===== src/rtl/aead_pkg.sv =====
// Shared definitions for the AEAD MAC formatter: sizes, FSM encoding, job record
// and small helpers for block counts, padding and the length block.
package aead_pkg;

  localparam int LEN_W  = 32;
  localparam int BLK_B  = 16;
  localparam int BLK_W  = 8 * BLK_B;
  localparam int CNT_W  = 5;
  localparam int NBLK_W = LEN_W - 3;

  localparam int LEN_AAD_LSB = 0;
  localparam int LEN_CT_LSB  = 64;

  localparam logic [2:0] ST_IDLE  = 3'd0;
  localparam logic [2:0] ST_START = 3'd1;
  localparam logic [2:0] ST_KEY_S = 3'd2;
  localparam logic [2:0] ST_AAD   = 3'd3;
  localparam logic [2:0] ST_CT    = 3'd4;
  localparam logic [2:0] ST_LEN   = 3'd5;
  localparam logic [2:0] ST_WDONE = 3'd6;

  typedef struct packed {
    logic [LEN_W-1:0]  len_aad;
    logic [LEN_W-1:0]  len_ct;
    logic [NBLK_W-1:0] na;
    logic [NBLK_W-1:0] nc;
  } job_t;

  // Widened by one bit so a length near 2^32 still rounds up correctly.
  function automatic logic [NBLK_W-1:0] n_blocks(input logic [LEN_W-1:0] len);
    logic [LEN_W:0] sum;
    sum = {1'b0, len} + (LEN_W+1)'(BLK_B - 1);
    return sum[LEN_W:4];
  endfunction

  function automatic logic [LEN_W+1:0] msg_bytes(input logic [NBLK_W-1:0] na,
                                                 input logic [NBLK_W-1:0] nc);
    logic [LEN_W+1:0] blocks;
    blocks = (LEN_W+2)'(na) + (LEN_W+2)'(nc) + (LEN_W+2)'(1);
    return blocks << 4;
  endfunction

  function automatic logic [CNT_W-1:0] last_cnt(input logic [LEN_W-1:0] len);
    return (len[3:0] == 4'd0) ? CNT_W'(BLK_B) : {1'b0, len[3:0]};
  endfunction

  function automatic logic [BLK_W-1:0] len_block(input logic [LEN_W-1:0] len_aad,
                                                 input logic [LEN_W-1:0] len_ct);
    logic [BLK_W-1:0] blk;
    blk = '0;
    blk[LEN_AAD_LSB +: LEN_W] = len_aad;
    blk[LEN_CT_LSB +: LEN_W]  = len_ct;
    return blk;
  endfunction

endpackage


===== src/rtl/aead_mac_fmt_if.sv =====
// Block-stream bus of the MAC formatter: upstream payload handshake on one side,
// Poly1305 tag engine start/request/enable protocol on the other.
interface aead_mac_fmt_if;
  import aead_pkg::*;

  logic             o_drdy;
  logic             i_dvld;
  logic [BLK_W-1:0] i_data;

  logic             o_start;
  logic [BLK_W-1:0] o_msg;
  logic [LEN_W-1:0] o_len_msg;
  logic             o_en_msg;
  logic             i_rqst_msg;
  logic [BLK_W-1:0] i_tag;
  logic             i_done;

  modport master (
    output o_drdy, o_start, o_msg, o_len_msg, o_en_msg,
    input  i_dvld, i_data, i_rqst_msg, i_tag, i_done
  );

  modport slave (
    input  o_drdy, o_start, o_msg, o_len_msg, o_en_msg,
    output i_dvld, i_data, i_rqst_msg, i_tag, i_done
  );
endinterface


===== src/rtl/blk_mask.sv =====
// Zeroes every byte of a block at or above a valid-byte count (1..BLK_B).
module blk_mask
  import aead_pkg::*;
(
  input  logic [CNT_W-1:0] i_cnt,
  input  logic [BLK_W-1:0] i_data,
  output logic [BLK_W-1:0] o_data
);

  genvar gi;
  generate
    for (gi = 0; gi < BLK_B; gi++) begin : g_byte
      localparam logic [CNT_W-1:0] BYTE_IDX = CNT_W'(gi);
      assign o_data[8*gi +: 8] = (BYTE_IDX < i_cnt) ? i_data[8*gi +: 8] : 8'h00;
    end
  endgenerate

endmodule


===== src/rtl/aead_mac_fmt.sv =====
// Formats the Poly1305 MAC input (key r, key s, padded AAD, padded CT, lengths)
// for the tag engine and hands the finished tag back to the AEAD controller.
module aead_mac_fmt
  import aead_pkg::*;
(
  input  logic               i_clk,
  input  logic               i_rst,
  input  logic               i_start,
  input  logic [2*BLK_W-1:0] i_otk,
  input  logic [LEN_W-1:0]   i_len_aad,
  input  logic [LEN_W-1:0]   i_len_ct,
  aead_mac_fmt_if.master     bus,
  output logic [BLK_W-1:0]   o_tag,
  output logic               o_done,
  output logic               o_busy,
  output logic               o_err
);

  logic [2:0]        state_reg;
  logic              rqst_q_reg;
  job_t              job_reg;
  logic [BLK_W-1:0]  s_reg;
  logic [NBLK_W-1:0] cnt_reg;
  logic              drdy_reg;
  logic              start_reg;
  logic              en_reg;
  logic [BLK_W-1:0]  msg_reg;
  logic [LEN_W-1:0]  len_msg_reg;
  logic [BLK_W-1:0]  tag_reg;
  logic              done_reg;
  logic              busy_reg;
  logic              err_reg;

  logic              rqst_edge;
  logic [NBLK_W-1:0] na_in;
  logic [NBLK_W-1:0] nc_in;
  logic [LEN_W+1:0]  msg_bytes_in;
  logic              len_ovf;
  logic [LEN_W-1:0]  seg_len;
  logic [CNT_W-1:0]  keep_cnt;
  logic [BLK_W-1:0]  data_masked;
  logic [2:0]        seg_state_next;
  logic [NBLK_W-1:0] seg_cnt_next;

  assign rqst_edge    = bus.i_rqst_msg & ~rqst_q_reg;
  assign na_in        = n_blocks(i_len_aad);
  assign nc_in        = n_blocks(i_len_ct);
  assign msg_bytes_in = msg_bytes(na_in, nc_in);
  assign len_ovf      = |msg_bytes_in[LEN_W+1:LEN_W];

  // Only the final block of a segment can be partial.
  assign seg_len  = (state_reg == ST_AAD) ? job_reg.len_aad : job_reg.len_ct;
  assign keep_cnt = (cnt_reg == NBLK_W'(1)) ? last_cnt(seg_len) : CNT_W'(BLK_B);

  blk_mask u_blk_mask (
    .i_cnt  (keep_cnt),
    .i_data (bus.i_data),
    .o_data (data_masked)
  );

  // Next non-empty segment after the current one; empty segments are skipped.
  always_comb begin
    seg_state_next = ST_LEN;
    seg_cnt_next   = '0;
    if (state_reg == ST_KEY_S && job_reg.na != '0) begin
      seg_state_next = ST_AAD;
      seg_cnt_next   = job_reg.na;
    end else if (state_reg != ST_CT && job_reg.nc != '0) begin
      seg_state_next = ST_CT;
      seg_cnt_next   = job_reg.nc;
    end
  end

  always_ff @(posedge i_clk) begin
    if (i_rst) begin
      state_reg   <= ST_IDLE;
      rqst_q_reg  <= 1'b0;
      job_reg     <= '0;
      s_reg       <= '0;
      cnt_reg     <= '0;
      drdy_reg    <= 1'b0;
      start_reg   <= 1'b0;
      en_reg      <= 1'b0;
      msg_reg     <= '0;
      len_msg_reg <= '0;
      tag_reg     <= '0;
      done_reg    <= 1'b0;
      busy_reg    <= 1'b0;
      err_reg     <= 1'b0;
    end else begin
      rqst_q_reg <= bus.i_rqst_msg;
      start_reg  <= 1'b0;
      en_reg     <= 1'b0;
      done_reg   <= 1'b0;
      case (state_reg)
        ST_IDLE: begin
          if (i_start) begin
            if (len_ovf) begin
              err_reg <= 1'b1;
            end else begin
              err_reg     <= 1'b0;
              busy_reg    <= 1'b1;
              job_reg     <= '{len_aad: i_len_aad, len_ct: i_len_ct, na: na_in, nc: nc_in};
              s_reg       <= i_otk[2*BLK_W-1:BLK_W];
              msg_reg     <= i_otk[BLK_W-1:0];
              len_msg_reg <= msg_bytes_in[LEN_W-1:0];
              start_reg   <= 1'b1;
              state_reg   <= ST_START;
            end
          end
        end
        ST_START: state_reg <= ST_KEY_S;
        ST_KEY_S: begin
          if (rqst_edge) begin
            msg_reg   <= s_reg;
            en_reg    <= 1'b1;
            state_reg <= seg_state_next;
            cnt_reg   <= seg_cnt_next;
          end
        end
        ST_AAD, ST_CT: begin
          if (!drdy_reg) begin
            if (rqst_edge) drdy_reg <= 1'b1;
          end else begin
            if (rqst_edge) err_reg <= 1'b1;
            if (bus.i_dvld) begin
              drdy_reg <= 1'b0;
              msg_reg  <= data_masked;
              en_reg   <= 1'b1;
              if (cnt_reg == NBLK_W'(1)) begin
                state_reg <= seg_state_next;
                cnt_reg   <= seg_cnt_next;
              end else begin
                cnt_reg <= cnt_reg - NBLK_W'(1);
              end
            end
          end
        end
        ST_LEN: begin
          if (rqst_edge) begin
            msg_reg   <= len_block(job_reg.len_aad, job_reg.len_ct);
            en_reg    <= 1'b1;
            state_reg <= ST_WDONE;
          end
        end
        ST_WDONE: begin
          if (rqst_edge) err_reg <= 1'b1;
          if (bus.i_done) begin
            tag_reg   <= bus.i_tag;
            done_reg  <= 1'b1;
            busy_reg  <= 1'b0;
            state_reg <= ST_IDLE;
          end
        end
        default: state_reg <= ST_IDLE;
      endcase
    end
  end

  assign bus.o_drdy    = drdy_reg;
  assign bus.o_start   = start_reg;
  assign bus.o_msg     = msg_reg;
  assign bus.o_len_msg = len_msg_reg;
  assign bus.o_en_msg  = en_reg;
  assign o_tag         = tag_reg;
  assign o_done        = done_reg;
  assign o_busy        = busy_reg;
  assign o_err         = err_reg;

endmodule


===== src/flat_wrapper.sv =====
// flat-port wrapper written by rule: the top's interface ports become plain ports
module aead_mac_fmt_flat import aead_pkg::*;
  (i_clk, i_rst, i_start, i_otk, i_len_aad, i_len_ct, o_tag, o_done, o_busy, o_err, bus_o_drdy, bus_o_start, bus_o_msg, bus_o_len_msg, bus_o_en_msg, bus_i_dvld, bus_i_data, bus_i_rqst_msg, bus_i_tag, bus_i_done);
  aead_mac_fmt_if bus_i ();
  input  logic i_clk;
  input  logic i_rst;
  input  logic i_start;
  input  logic [2*BLK_W-1:0] i_otk;
  input  logic [LEN_W-1:0] i_len_aad;
  input  logic [LEN_W-1:0] i_len_ct;
  output logic [BLK_W-1:0] o_tag;
  output logic o_done;
  output logic o_busy;
  output logic o_err;
  output wire logic [$bits(bus_i.o_drdy)-1:0] bus_o_drdy;
  output wire logic [$bits(bus_i.o_start)-1:0] bus_o_start;
  output wire logic [$bits(bus_i.o_msg)-1:0] bus_o_msg;
  output wire logic [$bits(bus_i.o_len_msg)-1:0] bus_o_len_msg;
  output wire logic [$bits(bus_i.o_en_msg)-1:0] bus_o_en_msg;
  input wire logic [$bits(bus_i.i_dvld)-1:0] bus_i_dvld;
  input wire logic [$bits(bus_i.i_data)-1:0] bus_i_data;
  input wire logic [$bits(bus_i.i_rqst_msg)-1:0] bus_i_rqst_msg;
  input wire logic [$bits(bus_i.i_tag)-1:0] bus_i_tag;
  input wire logic [$bits(bus_i.i_done)-1:0] bus_i_done;
  assign bus_o_drdy = bus_i.o_drdy;
  assign bus_o_start = bus_i.o_start;
  assign bus_o_msg = bus_i.o_msg;
  assign bus_o_len_msg = bus_i.o_len_msg;
  assign bus_o_en_msg = bus_i.o_en_msg;
  assign bus_i.i_dvld = bus_i_dvld;
  assign bus_i.i_data = bus_i_data;
  assign bus_i.i_rqst_msg = bus_i_rqst_msg;
  assign bus_i.i_tag = bus_i_tag;
  assign bus_i.i_done = bus_i_done;
  aead_mac_fmt u_core (.i_clk(i_clk), .i_rst(i_rst), .i_start(i_start), .i_otk(i_otk), .i_len_aad(i_len_aad), .i_len_ct(i_len_ct), .bus(bus_i), .o_tag(o_tag), .o_done(o_done), .o_busy(o_busy), .o_err(o_err));
endmodule

===== config.mk =====
export PLATFORM = sky130hd
export DESIGN_NAME = aead_mac_fmt_flat
export DESIGN_NICKNAME = d
export VERILOG_FILES = /design/src/rtl/aead_pkg.sv /design/src/rtl/aead_mac_fmt_if.sv /design/src/rtl/blk_mask.sv /design/src/rtl/aead_mac_fmt.sv /design/src/flat_wrapper.sv
export SDC_FILE = /design/constraint.sdc
export NUM_CORES = 1
export LEC_CHECK = 0
export CAP_MARGIN = 20
export CORE_AREA = 2 2 341 343
export DETAILED_ROUTE_END_ITERATION = 16
export DIE_AREA = 0 0 343 345
export PLACE_DENSITY_LB_ADDON = 0.25
export SKIP_CTS_REPAIR_TIMING = 1
export SLEW_MARGIN = 20
export SYNTH_ARGS = -nofsm -noshare
export SYNTH_HDL_FRONTEND = slang
export SYNTH_SLANG_ARGS = --single-unit

===== constraint.sdc =====
create_clock -name i_clk -period 7.3 [get_ports i_clk]
set_input_delay 1.46 -clock i_clk [delete_from_list [all_inputs] [get_ports i_clk]]
set_output_delay 1.46 -clock i_clk [all_outputs]
set_load 0.03 [all_outputs]

---- Word-level counts from Yosys, hierarchy flattened ----
Cells that the tools add are included.
storage, ports and cells
  output and inout bits ................... 294
  logic and storage cells ................. 143
  input port bits ......................... 582
  register bits after elaboration ......... 573
cells by class
  mux-type cells .......................... 61
  add/sub/neg operators ................... 5
  reduce and logical (&&, ||, !) cells .... 22
  equal/unequal tests ..................... 16
  magnitude comparators ................... 16
  bitwise gates (word level) .............. 6
operators by type and width
  operator                                                    count
  two-way mux 128 bit                                         6
  one-hot mux 128 bit (4 select lines)                        1
  two-way mux 29 bit                                          6
  two-way mux 8 bit                                           16
  adder 32 x 4 -> 33 bit (second input constant)              2
  one-hot mux 29 bit (2 select lines)                         1
  nonzero test 29 bit                                         2
  less-than comparator 4 x 5 -> 1 bit (first input constant)  8
  adder 29 x 29 -> 30 bit                                     1
  adder 30 x 1 -> 30 bit (second input constant)              1
  == test 29 x 1 -> 1 bit (second input constant)             1
  subtractor 29 x 1 -> 29 bit (second input constant)         1
  two-way mux 3 bit                                           9
  less-than comparator 3 x 5 -> 1 bit (first input constant)  4
  one-hot mux 3 bit (6 select lines)                          1
  two-way mux 1 bit                                           15
  less-than comparator 1 x 5 -> 1 bit (first input constant)  2
  less-than comparator 2 x 5 -> 1 bit (first input constant)  2
  two-way mux 5 bit                                           2
  == test 3 bit (second input constant)                       3
  inequality test 2 x 1 -> 1 bit (second input constant)      4
  inequality test 2 bit (second input constant)               4
  AND reduction 4 bit                                         2
  AND reduction 8 bit                                         1
  other kinds (19)                                            31

---- Depth between registers and ports, before layout ----
  depth after elaboration ................. 10
  gate-level depth with buffers ........... 22
  depth with buffers taken out ............ 19

---- Hierarchy ----
A second synthesis with hierarchy kept.
unflattened totals
  cell total of the unflattened synthesis .. 3793
  area, all modules ....................... 28900.2 µm²
by module, submodules not included
  module        seq. area each (µm²)  times used  area each (µm²)  cells an instance
  aead_mac_fmt  11471.0               1           27836.7          3639
  blk_mask      0.0                   1           1063.5           154

---- Worst setup path before layout ----
Ideal clock, no wire load.
  path type ............................... input-to-reg
  start ................................... input port i_len_aad[7]
  end ..................................... register u_core.msg_reg[21] (netlist: u_core.bus.o_msg[21])
  cell stages on the path ................. 18
  data arrival time ....................... 5.654 ns
  buffers on the path ..................... 1
  setup slack ............................. 1.579 ns
  library setup time ...................... 0.067 ns
  data required time ...................... 7.233 ns
  cells stage by stage .................... nand4_2 -> nor4b_4 -> nand3_1 -> nor3_1 -> and3_1 -> nor2b_1 -> xor2_1 -> ha_1 -> o21ai_0 -> nand2b_1 -> a31o_2 -> a2111oi_0 -> o21a_1 -> a211oi_1 -> o31a_4 -> buf_6 -> or4_4 -> o21ai_2
on the way
  word-level cells in the longest chain between the ends .. 6
RTL lines
  what                                    RTL line             RTL
  from (decl)                             flat_wrapper.sv:9    input logic [LEN_W-1:0] i_len_aad;
  adder 32 x 4 -> 33 bit                  aead_pkg.sv:32       sum = {1'b0, len} + (LEN_W+1)'(BLK_B - 1);
  via u_core.na_in[25]                    aead_mac_fmt.sv:35   logic [NBLK_W-1:0] na_in;
  adder 29 x 29 -> 30 bit                 aead_pkg.sv:39       blocks = (LEN_W+2)'(na) + (LEN_W+2)'(nc) + (LEN_W+2)'(1);
  adder 30 x 1 -> 30 bit                  aead_pkg.sv:39
  OR reduction 2 bit                      aead_mac_fmt.sv:49   assign len_ovf = |msg_bytes_in[LEN_W+1:LEN_W];
  inequality test 2 bit (no source line)  n/a
  AND reduction 7 bit (no source line)    n/a
  to (signal assigned)                    aead_mac_fmt.sv:105  msg_reg <= i_otk[BLK_W-1:0];
  to (signal assigned)                    aead_mac_fmt.sv:115  msg_reg <= s_reg;
  to (signal assigned)                    aead_mac_fmt.sv:128  msg_reg <= data_masked;
  to (decl)                               aead_mac_fmt.sv:27   logic [BLK_W-1:0] msg_reg;
The timed path passes the listed nets, and every way through them passes these cells.
A chain may end at the register's enable or synchronous reset.

---- Worst setup path after layout ----
  start ................................... input port i_len_aad[8]
  end ..................................... register u_core.msg_reg[69] (netlist: u_core.bus.o_msg[69])
Same word-level chain as after synthesis.

==> impl_metrics.tcl <==
set metrics [dict create \
    syn-cell-area_um2 26400 \
    cts-buffers-inserted 75 \
    setup_violations 0 \
    fmax_mhz 146 \
    status "finished, final reports clean" \
    synth_seq_area_share 0.434 \
    cp.buffers_inverters 4 \
    muxShareOfSynthArea 0.00877 \
    crit_type "in2reg" \
    p_sw_mw 6.06 \
    drc 0 \
    ys_warn_count 0 \
    synth_compound_area_frac 0.264 \
    p_seq_frac 0.291 \
    regArea_um2 11500 \
    finalWorstSetupSlack_ns 0.445 \
    clkPwrFrac 0.262 \
    skew_ns 0.0280 \
    max-slew-margin-rel 0.202 \
    start_util 0.229 \
    dp_cells 5650 \
    hp-start "u_core.bus.o_len_msg[6]" \
    power.total_mw 14.4 \
    cap_violations 0 \
    vias_per_cell 5.03 \
    synth.distinct_cells 76 \
    final_layout_size_suffix_gt1_frac 0.0681 \
    reg2regPathDepth 9 \
    antenna_found_initial 74 \
    cts_tree "built" \
    min_path_type "reg2reg" \
    h-tree-depth 3 \
    synth-edff-count 0 \
    vias 29241 \
    tns_ns 0 \
    grt-ovfl-total 0 \
    utilization 0.346 \
    grt_pass1_vias 27812 \
    track_usage 0.241 \
    cp-startpoint "i_len_aad[8]" \
    first_iter_violations 2508 \
    dpl_worst_slack_ns 0.0982 \
    post-dp-hpwl_mm 115 \
    postSynth.asyncResetShare 0 \
    grt_pass1_wl_mm 208 \
    final_nets 4816 \
    area_delta_synth_final_pct 51.0 \
    num-fill-cells 12309 \
    peakVddDrop_uv 250 \
    placed_cell_area_um2 37300 \
    worst_slew_pin_slew_ns 1.20 \
    rrSetupSlack_ns 2.80 \
    yosysMostFrequentCell "nand2_1" \
    synthFlopType "dfxtp_1" \
    required_ns 7.84 \
    core_um2 115000 \
    chipHeight_um 345 \
    synth_top_area_cell "dfxtp_1" \
    ant_nets 0 \
    clock_path_buffers 3 \
    internal_power_mw 8.37 \
    syn-mean-instance-area_um2 7.76 \
    drt_wl_total_mm 150 \
    multi_input_area_um2 13700 \
    crit_top_cell "nand4_1" \
    grt_start_max_net_pins 190 \
    reg2reg_to "u_core.bus.o_msg[57]" \
    r2r_start "u_core.state_reg[0]" \
    path_depth 22 \
    port_buffers 871 \
    die_x_um 343 \
    clk-insertion-delay-late_ns 0.67 \
    arrival_ns 7.39 \
    p_leak_nw 13.9 \
    num_rows 125 \
    fin_crit_sh 0.939 \
    hold_viol 0 \
    p_per_area_nw_per_um2 362 \
    wl_per_cell_um 25.8 \
    synthAdderAreaFrac 0.0159 \
    synth_seq_cells 573 \
    fin_cells 5814 \
    rsz0062_at_grt "false" \
    syn_inst 3402 \
    worst_setup_path_endpoint "u_core.bus.o_msg[69]" \
    post-route-cell-area_um2 39900 \
    period_minus_slack_ns 6.85 \
    io_pins 876 \
    clkTransAtPathRegs_ns 0.05 \
    gp_congestion 0.920 \
    die_area_um2 118000 \
    p_sw_frac 0.420 \
    synthSimpleGateAreaFrac 0.199 \
    slew_violations 0 \
    worstSetupStartpointType "input port" \
    drt_pass1_iterations 9 \
    ys_top_cells_by_area "dfxtp_1 43%, a21oi_1 13%, nand2_1 11%, a211oi_1 3.6%, nor2_1 3.1%" \
    synth_common_cells "780 x nand2_1, 662 x a21oi_1, 573 x dfxtp_1, 215 x nor2_1, 189 x clkbuf_1" \
    crit_family "compound AO/OA/AOI/OAI gates" \
    synth_top_cell_area_share 0.434 \
    cts.sinks 573 \
    synth_xor_area_frac 0.0276 \
    cp_slowest_cell "clkdlybuf4s50_1" \
    synth_top_family_by_area "compound AO/OA/AOI/OAI gates" \
    critPathMaxFanout 33 \
    cp-end-kind "flip-flop" \
    fin_hold_ws_ns 0.452 \
    max_stage_delay_ns 0.71 \
    path_cells "clkdlybuf4s50_1, nand4_1, nor4b_4, and2_1, nand4_1, nor2_1, nand4_1, xnor2_1, ha_1, a21o_1, a21oi_1, o21ai_0, a31o_2, a2111oi_0, buf_4, o21a_1, a211oi_1, o31ai_4, buf_12, buf_12, a21oi_1, a211oi_1" \
    cts_root_buf "clkbuf_16" \
    combPwrFrac 0.447 \
]
metal layers:
metal	wire (µm)	track usage	up-vias	share of wire
met5	536	0	-	0.0036
met4	4950	0.0848	86	0.033
met3	14300	0.0847	248	0.096
met2	71600	0.405	1134	0.48
met1	58700	0.283	14010	0.39
li1	-	-	13763	-
worst reg2reg max path: cells and delay by family, from the launching register on:
kind	cells	cell delay (ns)
AO/OA/AOI/OAI	3	1.50
AND/OR/NAND/NOR	4	1.07
multiplexers	1	0.72
flip-flops	1	0.59
buffers and inverters	1	0.50
worst min path at each step:
stage | endpoint | slack, ns | depth (start not counted)
CTS | u_core.o_tag[110] | 0.45 | 2
global route | u_core.o_tag[45] | 0.47 | 2
floorplan | u_core.s_reg[0] | 0.44 | 2
detailed placement | u_core.s_reg[84] | 0.45 | 2
global placement | u_core.o_tag[110] | 0.44 | 2
finish | u_core.bus.o_len_msg[6] | 0.45 | 2
layout make-up:
cell class / count / area share
timing repair buffer: 1002 / 0.254
tap: 1524 / 0.0478
clock inverter: 25 / 0.00788
inverter: 22 / 0.00207
sequential: 573 / 0.288
multi-input combinational: 2529 / 0.344
clock buffer: 109 / 0.0545
antenna: 30 / 0.00188
cells in the final DEF (no fill, tap or decap), types with 10 or more instances in the layout:
cell type	synthesis	final
a211oi_1	125	125
a21oi_1	662	659
a221oi_1	52	52
a222oi_1	64	64
a22oi_1	55	55
and4_1	10	10
buf_12	0	32
buf_4	23	99
clkbuf_1	189	17
clkbuf_16	0	75
clkbuf_8	0	17
clkdlybuf4s50_1	0	870
clkinv_2	0	11
dfxtp_1	573	570
diode_2	0	30
ha_1	30	30
inv_1	21	20
mux2i_1	22	22
nand2_1	780	780
nand2b_1	11	11
nand3_1	34	34
nand4_1	17	17
nor2_1	215	208
nor3_1	94	94
nor4_1	18	17
o21ai_0	100	100
or3_1	22	22
xnor2_1	49	49
xor2_1	28	28
kinds of logic after synthesis:
group / Yosys count
simple gates: 1246
compound gates: 1144
flops: 573
buf+inv: 303
xor+xnor: 79
fa+ha+maj: 33
mux: 23
other cells: 1
power by group through the flow:
| stage | sequential (mW) | combinational [mW] | clock [mW] |
|---|---|---|---|
| 2_1_floorplan | 4.67 | 3.21 | 0 |
| 3_3_place_gp | 4.24 | 6.41 | 0 |
| 3_5_place_dp | 4.24 | 6.45 | 0 |
| 4_1_cts | 4.18 | 6.47 | 3.88 |
| 5_1_grt | 4.26 | 6.92 | 4.00 |
| 6_report | 4.19 | 6.45 | 3.79 |
Power figures use the tool's default switching activity.
